==> config.mk <==
export PLATFORM = sky130hd
export DESIGN_NAME = stall_controller
export DESIGN_NICKNAME = d
export VERILOG_FILES = /design/src/rtl/stall_controller_pkg.sv /design/src/rtl/stall_controller_sat_counter.sv /design/src/rtl/stall_controller.sv
export SDC_FILE = /design/constraint.sdc
export NUM_CORES = 1
export LEC_CHECK = 0
export BUFFER_PORTS_ARGS = -buffer_cell sky130_fd_sc_hd__buf_4
export CORE_MARGIN = 2
export CORE_UTILIZATION = 52
export DETAILED_ROUTE_END_ITERATION = 6
export GPL_ROUTABILITY_DRIVEN = 0
export PLACE_DENSITY = 0.85
export SETUP_SLACK_MARGIN = 0.5
export SLEW_MARGIN = 20
export SYNTH_ARGS = -nofsm -noshare
export SYNTH_HDL_FRONTEND = slang
export SYNTH_SLANG_ARGS = --single-unit
==> constraint.sdc <==
create_clock -name clk -period 1.6 [get_ports clk]
set_input_delay 0.08 -clock clk [delete_from_list [all_inputs] [get_ports clk]]
set_output_delay 0.08 -clock clk [all_outputs]
set_load 0.01 [all_outputs]
==> src/rtl/stall_controller_pkg.sv <==
// rtl/stall_controller_pkg.sv - shared types and default constants for the stall controller
package stall_controller_pkg;

    typedef enum logic {
        RUN      = 1'b0,
        MEM_WAIT = 1'b1
    } state_t;

    typedef struct packed {
        logic freeze_if;
        logic flush_if_id;
        logic bubble_id_ex;
        logic freeze_all;
    } ctrl_t;

    localparam int DEF_COUNT_W     = 16;
    localparam int DEF_MAX_HAZARD  = 2;
    localparam int DEF_MEM_TIMEOUT = 255;

    // Widths of the internal watchdog run-length counters (they saturate).
    localparam int HZ_RUN_W   = 8;
    localparam int WAIT_CNT_W = 16;

endpackage

==> src/rtl/stall_controller_sat_counter.sv <==
// rtl/stall_controller_sat_counter.sv - saturating event counter with synchronous clear
module sat_counter #(
    parameter int COUNT_W = 16
) (
    input  logic               clk,
    input  logic               rst,
    input  logic               i_inc,
    input  logic               i_clr,
    output logic [COUNT_W-1:0] o_count
);

    logic [COUNT_W-1:0] r_count;

    // Clear beats increment; the count sticks at all-ones.
    always_ff @(posedge clk or posedge rst) begin
        if (rst) begin
            r_count <= '0;
        end else if (i_clr) begin
            r_count <= '0;
        end else if (i_inc && (r_count != '1)) begin
            r_count <= r_count + 1'b1;
        end
    end

    assign o_count = r_count;

endmodule

==> src/rtl/stall_controller.sv <==
// rtl/stall_controller.sv - pipeline hold/flush control with statistics and watchdogs
module stall_controller
    import stall_controller_pkg::*;
#(
    parameter int COUNT_W     = DEF_COUNT_W,
    parameter int MAX_HAZARD  = DEF_MAX_HAZARD,
    parameter int MEM_TIMEOUT = DEF_MEM_TIMEOUT
) (
    input  logic               clk,
    input  logic               rst,
    input  logic               hazard,
    input  logic               branch_taken,
    input  logic               mem_req,
    input  logic               mem_ready,
    input  logic               clr_stats,
    output logic               freeze_if,
    output logic               flush_if_id,
    output logic               bubble_id_ex,
    output logic               freeze_all,
    output logic [COUNT_W-1:0] stall_cycles,
    output logic [COUNT_W-1:0] flush_count,
    output logic               hazard_timeout,
    output logic               mem_timeout
);

    // Flag fires on the edge that closes the MAX_HAZARD-th consecutive hazard cycle.
    localparam logic [HZ_RUN_W-1:0]   HZ_LIMIT   = HZ_RUN_W'(MAX_HAZARD - 1);
    localparam logic [WAIT_CNT_W-1:0] WAIT_LIMIT = WAIT_CNT_W'(MEM_TIMEOUT);

    state_t                  r_state;
    state_t                  w_state_next;
    logic                    r_id_valid;
    logic [HZ_RUN_W-1:0]     r_hz_run;
    logic [WAIT_CNT_W-1:0]   r_wait_cnt;
    logic                    r_hazard_timeout;
    logic                    r_mem_timeout;

    logic                    w_mem_stall;
    logic                    w_hazard_eff;
    logic                    w_hazard_row;
    ctrl_t                   w_ctrl;

    assign w_mem_stall  = mem_req & ~mem_ready;
    // A hazard reported for a flushed (bubble) slot is meaningless.
    assign w_hazard_eff = hazard & r_id_valid;
    assign w_hazard_row = ~w_mem_stall & ~branch_taken & w_hazard_eff;

    // Priority encode the pipeline controls: memory stall, then branch, then hazard.
    always_comb begin
        w_ctrl = '0;
        if (w_mem_stall) begin
            w_ctrl.freeze_all = 1'b1;
            w_ctrl.freeze_if  = 1'b1;
        end else if (branch_taken) begin
            w_ctrl.flush_if_id  = 1'b1;
            w_ctrl.bubble_id_ex = 1'b1;
        end else if (w_hazard_eff) begin
            w_ctrl.freeze_if    = 1'b1;
            w_ctrl.bubble_id_ex = 1'b1;
        end
    end

    // State register for the memory wait FSM.
    always_ff @(posedge clk or posedge rst) begin
        if (rst) begin
            r_state <= RUN;
        end else begin
            r_state <= w_state_next;
        end
    end

    // Next-state: enter MEM_WAIT on a stalled access, leave on the first ready.
    always_comb begin
        w_state_next = r_state;
        case (r_state)
            RUN:      if (w_mem_stall) w_state_next = MEM_WAIT;
            MEM_WAIT: if (mem_ready)   w_state_next = RUN;
            default:  w_state_next = RUN;
        endcase
    end

    // IF/ID validity follows the slot: held while frozen, killed by a flush.
    always_ff @(posedge clk or posedge rst) begin
        if (rst) begin
            r_id_valid <= 1'b0;
        end else if (w_ctrl.freeze_if || w_ctrl.freeze_all) begin
            r_id_valid <= r_id_valid;
        end else if (w_ctrl.flush_if_id) begin
            r_id_valid <= 1'b0;
        end else begin
            r_id_valid <= 1'b1;
        end
    end

    // Hazard watchdog: length of the current run of hazard-row cycles plus sticky flag.
    always_ff @(posedge clk or posedge rst) begin
        if (rst) begin
            r_hz_run         <= '0;
            r_hazard_timeout <= 1'b0;
        end else begin
            if (w_hazard_row) begin
                if (r_hz_run != '1) r_hz_run <= r_hz_run + 1'b1;
                if (r_hz_run >= HZ_LIMIT) r_hazard_timeout <= 1'b1;
            end else begin
                r_hz_run <= '0;
            end
        end
    end

    // Memory watchdog: cycles already spent waiting in MEM_WAIT plus sticky flag.
    always_ff @(posedge clk or posedge rst) begin
        if (rst) begin
            r_wait_cnt    <= '0;
            r_mem_timeout <= 1'b0;
        end else begin
            if ((r_state == MEM_WAIT) && !mem_ready) begin
                if (r_wait_cnt != '1) r_wait_cnt <= r_wait_cnt + 1'b1;
            end else begin
                r_wait_cnt <= '0;
            end
            if (r_wait_cnt >= WAIT_LIMIT) r_mem_timeout <= 1'b1;
        end
    end

    sat_counter #(.COUNT_W(COUNT_W)) u_stall_cnt (
        .clk     (clk),
        .rst     (rst),
        .i_inc   (w_ctrl.freeze_if),
        .i_clr   (clr_stats),
        .o_count (stall_cycles)
    );

    sat_counter #(.COUNT_W(COUNT_W)) u_flush_cnt (
        .clk     (clk),
        .rst     (rst),
        .i_inc   (w_ctrl.flush_if_id),
        .i_clr   (clr_stats),
        .o_count (flush_count)
    );

    assign freeze_if      = w_ctrl.freeze_if;
    assign flush_if_id    = w_ctrl.flush_if_id;
    assign bubble_id_ex   = w_ctrl.bubble_id_ex;
    assign freeze_all     = w_ctrl.freeze_all;
    assign hazard_timeout = r_hazard_timeout;
    assign mem_timeout    = r_mem_timeout;

endmodule
==> results.json, run 1 <==
{
  "error": "[ERROR DPL-0038] Utilization greater than 100%, impossible to legalize",
  "grt_max_degree": 50,
  "die_y_um": 85.5,
  "pin_count": 45,
  "worst-ep-kind": "register data pin",
  "syn_area_mm2": 0.00345,
  "clock_sinks": 60,
  "cts_buffers": 9,
  "ys.flop_type": "dfrtp_1",
  "place.port_buffers": 44,
  "htree_num_levels": 3,
  "placed_cells": 572,
  "syn_inst": 378,
  "synthArstFlopShare": 1.00,
  "cts-root-buf": "clkbuf_8",
  "initial_core_util": 0.541,
  "die_w_um": 85.5,
  "yosysUniqueCellTypes": 43,
  "ys_warn_count": 0,
  "syn_nets": 391,
  "dp_slack_ns": -0.193,
  "ys_ff_latch": 60,
  "avgSynthCellArea_um2": 9.13,
  "haltStage": "5_1_grt",
  "cts_buffer_depth": 2,
  "post-dp-hpwl_um": 6940,
  "num_rows": 29,
  "synth-seq-area-share": 0.435,
  "synth_edf_count": 0,
  "status": "stopped before the end",
  "worstEndpointGrtRepair": "u_stall_cnt.o_count[9]$_DFFE_PP0P_/D"
}
[stage by stage]
step | hold WS [ns] | util | area [µm²]
2_1_floorplan | 0.186 | - | 3760
3_3_place_gp | 0.162 | 0.741 | 4730
3_5_place_dp | 0.165 | 0.741 | 4730
4_1_cts | 0.189 | 0.900 | 5750
[synthesized netlist by cell type (all sizes together) (4+ instances only)]
cell type	instances	area share
and3	8	0.014
a31oi	8	0.014
nand4	12	0.022
a2111o	4	0.013
a21oi	24	0.035
or4	7	0.015
nor2b	17	0.031
dfrtp	60	0.43
and4	6	0.015
mux2i	6	0.017
nor2	36	0.039
nand3	18	0.026
o31ai	8	0.017
clkbuf	15	0.016
o21ai	9	0.013
nand2	26	0.028
ha	6	0.022
a211oi	11	0.024
nor4	15	0.027
inv	14	0.015
nor3	14	0.020
mux2	16	0.052
nand2b	7	0.013
[cells by family after synthesis]
logic type                 synth area share
DFF                                   0.435
buffers and inverters                0.0377
xor gates and xnor gates            0.00508
and+or+nand+nor                       0.288
adders and majority gates            0.0217
muxes                                0.0696
AOI/OAI and AO/OA                     0.143
[what timing repair did]
| item | in CTS |
|---|---|
| endpoints found under the setup margin | 75 |
| pin swaps | 48 |
| hold buffers | 1 |
| setup buffers | 30 |
| gates cloned | 1 |
| endpoints found under the hold margin | 60 |
| resized for setup | 133 |
==> run 2: changes to the inputs <==
Settings changed: CORE_UTILIZATION 52 to 40, PLACE_DENSITY 0.85 to not set, PLACE_DENSITY_LB_ADDON set to 0.15, SETUP_SLACK_MARGIN 0.5 to not set.
Clock period 1.6 ns to 2.1 ns, I/O delays scaled along.
==> results.json, run 2 <==
{
  "synth.most_common_cell": "dfrtp_1",
  "clock_sinks": 60,
  "arrival_ns": 2.16,
  "initial_core_util": 0.416,
  "syn_area_mm2": 0.00345,
  "worstSetupPathDepth": 5,
  "finalClockSkew_ns": 0.00636,
  "route.final.wire_length_um": 8220,
  "drive_gt1_frac": 0.207,
  "reg2regPathDepth": 5,
  "antenna_cells": 0,
  "pin_count": 45,
  "ys_ff_latch": 60,
  "maxSlewHeadroom": 0.659,
  "die_w_um": 96.9,
  "synthArstFlopShare": 1.00,
  "setup_viol": 0,
  "slowest_delay_ns": 0.42,
  "firstDrtPassIters": 5,
  "dieArea_mm2": 0.00939,
  "synthTopCellsByArea": "dfrtp_1, mux2_2, nor2_1",
  "multi_input_area_mm2": 0.00182,
  "num_rows": 33,
  "drv_slew": 0,
  "critPathRequiredTime_ns": 2.33,
  "seqCellArea_mm2": 0.00150,
  "cts_buffers": 9,
  "max_clock_freq_mhz": 516,
  "synth_edf_count": 0,
  "wire_per_inst_um": 15.3,
  "final_common_cell": "dfrtp_1",
  "grt_overflow_total": 0,
  "path_class": "flop to flop",
  "holdPathStages": 3,
  "tightest_slew_ns": 0.498,
  "crit_fanout": 6,
  "rsz0062_at_grt": "false",
  "area_growth_pct": 19.3,
  "path_buf_inv": 0,
  "cts_buffer_depth": 2,
  "end_kind": "flop",
  "crit_chain": "ha_1, nand2_1, a2111o_1, a211oi_1, mux2_2",
  "hold_path_class": "input pin to flop",
  "n_fill_cell": 803,
  "layout_common_cells": "dfrtp_1, buf_4, nor2_1",
  "post-dp-hpwl_um": 5620,
  "via_per_inst": 5.68,
  "grt_max_degree": 51,
  "track_usage": 0.179,
  "syn_inst": 378,
  "cts_resized": 0,
  "status": "finished clean",
  "place.port_buffers": 44,
  "cp_top_family": "compound AO/OA/AOI/OAI gates",
  "fin_crit_ns": 1.94,
  "final-hold-violation-count": 0,
  "startpoint_type": "flop",
  "cap_violations": 0,
  "finalCritPeriodShare": 0.923,
  "htree_num_levels": 3,
  "grt_first_pass_wirelength_um": 14100,
  "syn_nets": 391,
  "yosysUniqueCellTypes": 43,
  "synth-seq-area-share": 0.435,
  "coreArea_mm2": 0.00830,
  "power_density_mw_per_mm2": 554,
  "clk_latency_ns": 0.34,
  "max-vdd-ir-drop_v": 0.000367,
  "cts-root-buf": "clkbuf_8",
  "antenna_left": 0,
  "avgSynthCellArea_um2": 9.13,
  "clk_pin_slew_ns": 0.07,
  "cellLeakagePower_uw": 0.00176,
  "synthTopCellsByCount": "dfrtp_1, nor2_1, nand2_1",
  "via_count": 3061,
  "grt_antenna_before_repair": 0,
  "power_uw": 2280,
  "cts_tree": "yes",
  "drc_errors": 0,
  "die_y_um": 96.9,
  "crit_path_top_delay_cell": "dfrtp_1",
  "yosys.area.top_type_share": 0.435,
  "synth_top_cell_by_area": "dfrtp_1",
  "finalSetupTns_ns": 0,
  "grt_pass1_vias": 2886,
  "ys_warn_count": 0,
  "nets": 442,
  "ys.flop_type": "dfrtp_1",
  "drt_iter0_drc": 132
}
-- run 2: cell counts after synthesis --
No cell type changed its count.
-- run 2: final timing paths --
check	from	to	slack, ns
worst min register to register	hazard_timeout	hazard_timeout	0.48
worst min-delay path	branch_taken	u_flush_cnt.o_count[6]	0.17
worst max register to register	u_stall_cnt.o_count[0]	u_stall_cnt.o_count[12]	0.16
min in group asynchronous	rst	r_wait_cnt[5]	0.26
worst max-delay path	u_stall_cnt.o_count[0]	u_stall_cnt.o_count[12]	0.16
max in group asynchronous	rst	u_flush_cnt.o_count[10]	1.25
-- run 2: stage by stage --
stage	cells	hold slack (ns)	setup slack [ns]	utilization	cell area (µm²)
floorplan	378	0.325	0.276	-	3450
global placement	522	0.0671	0.215	0.476	3950
detailed placement	522	0.0716	0.206	0.476	3950
CTS	539	0.159	0.192	0.496	4120
global route	539	0.171	0.0497	0.496	4120
finish	539	0.167	0.161	0.496	4120
-- run 2: worst reg2reg max path, delay by kind of cell, from the launching register on --
kind	cells	cell delay, ns
AO/OA/AOI/OAI	2	0.69
adder cells (fa/ha/maj)	1	0.26
flip-flops	1	0.42
multiplexers	1	0.36
AND/OR/NAND/NOR	1	0.10
-- run 2: repair_timing --
action,in CTS,in global routing
hold endpoints to repair,10,0
hold buffers,1,0
buffers inserted,0,0
-- run 2: area by class of cell --
cell class              instances  area share
multi-input cells             286       0.442
flip-flops and latches         60       0.365
repair buffers                 58       0.109
clock buffers                  14      0.0371
well taps                     105      0.0319
inverters                      14      0.0128
clock inverters                 2     0.00243
-- run 2: report_power, final --
part | leakage (µW) | internal, µW | switching (µW)
Combinational | 0.000844 | 69.9 | 104
Sequential | 0.000828 | 1170 | 19.4
Clock | 0.0000844 | 459 | 456
Total | 0.00176 | 1700 | 579
-- run 2: per-layer routing --
metal	vias to the layer above	wire length [µm]	global-route usage	part of all wire
met3	11	240	0.0303	0.029
met1	1479	4190	0.260	0.51
met5	-	0	0	0
met4	0	124	0.0628	0.015
met2	43	3670	0.271	0.45
li1	1528	-	-	-
-- run 2: logic make-up after synthesis --
| family | synth area share |
|---|---|
| buf+inv | 0.0377 |
| fa+ha+maj | 0.0217 |
| simple gates | 0.288 |
| flops | 0.435 |
| compound gates | 0.143 |
| mux | 0.0696 |
| xor+xnor | 0.00508 |
No activity file was read; power rests on OpenSTA's default activity.
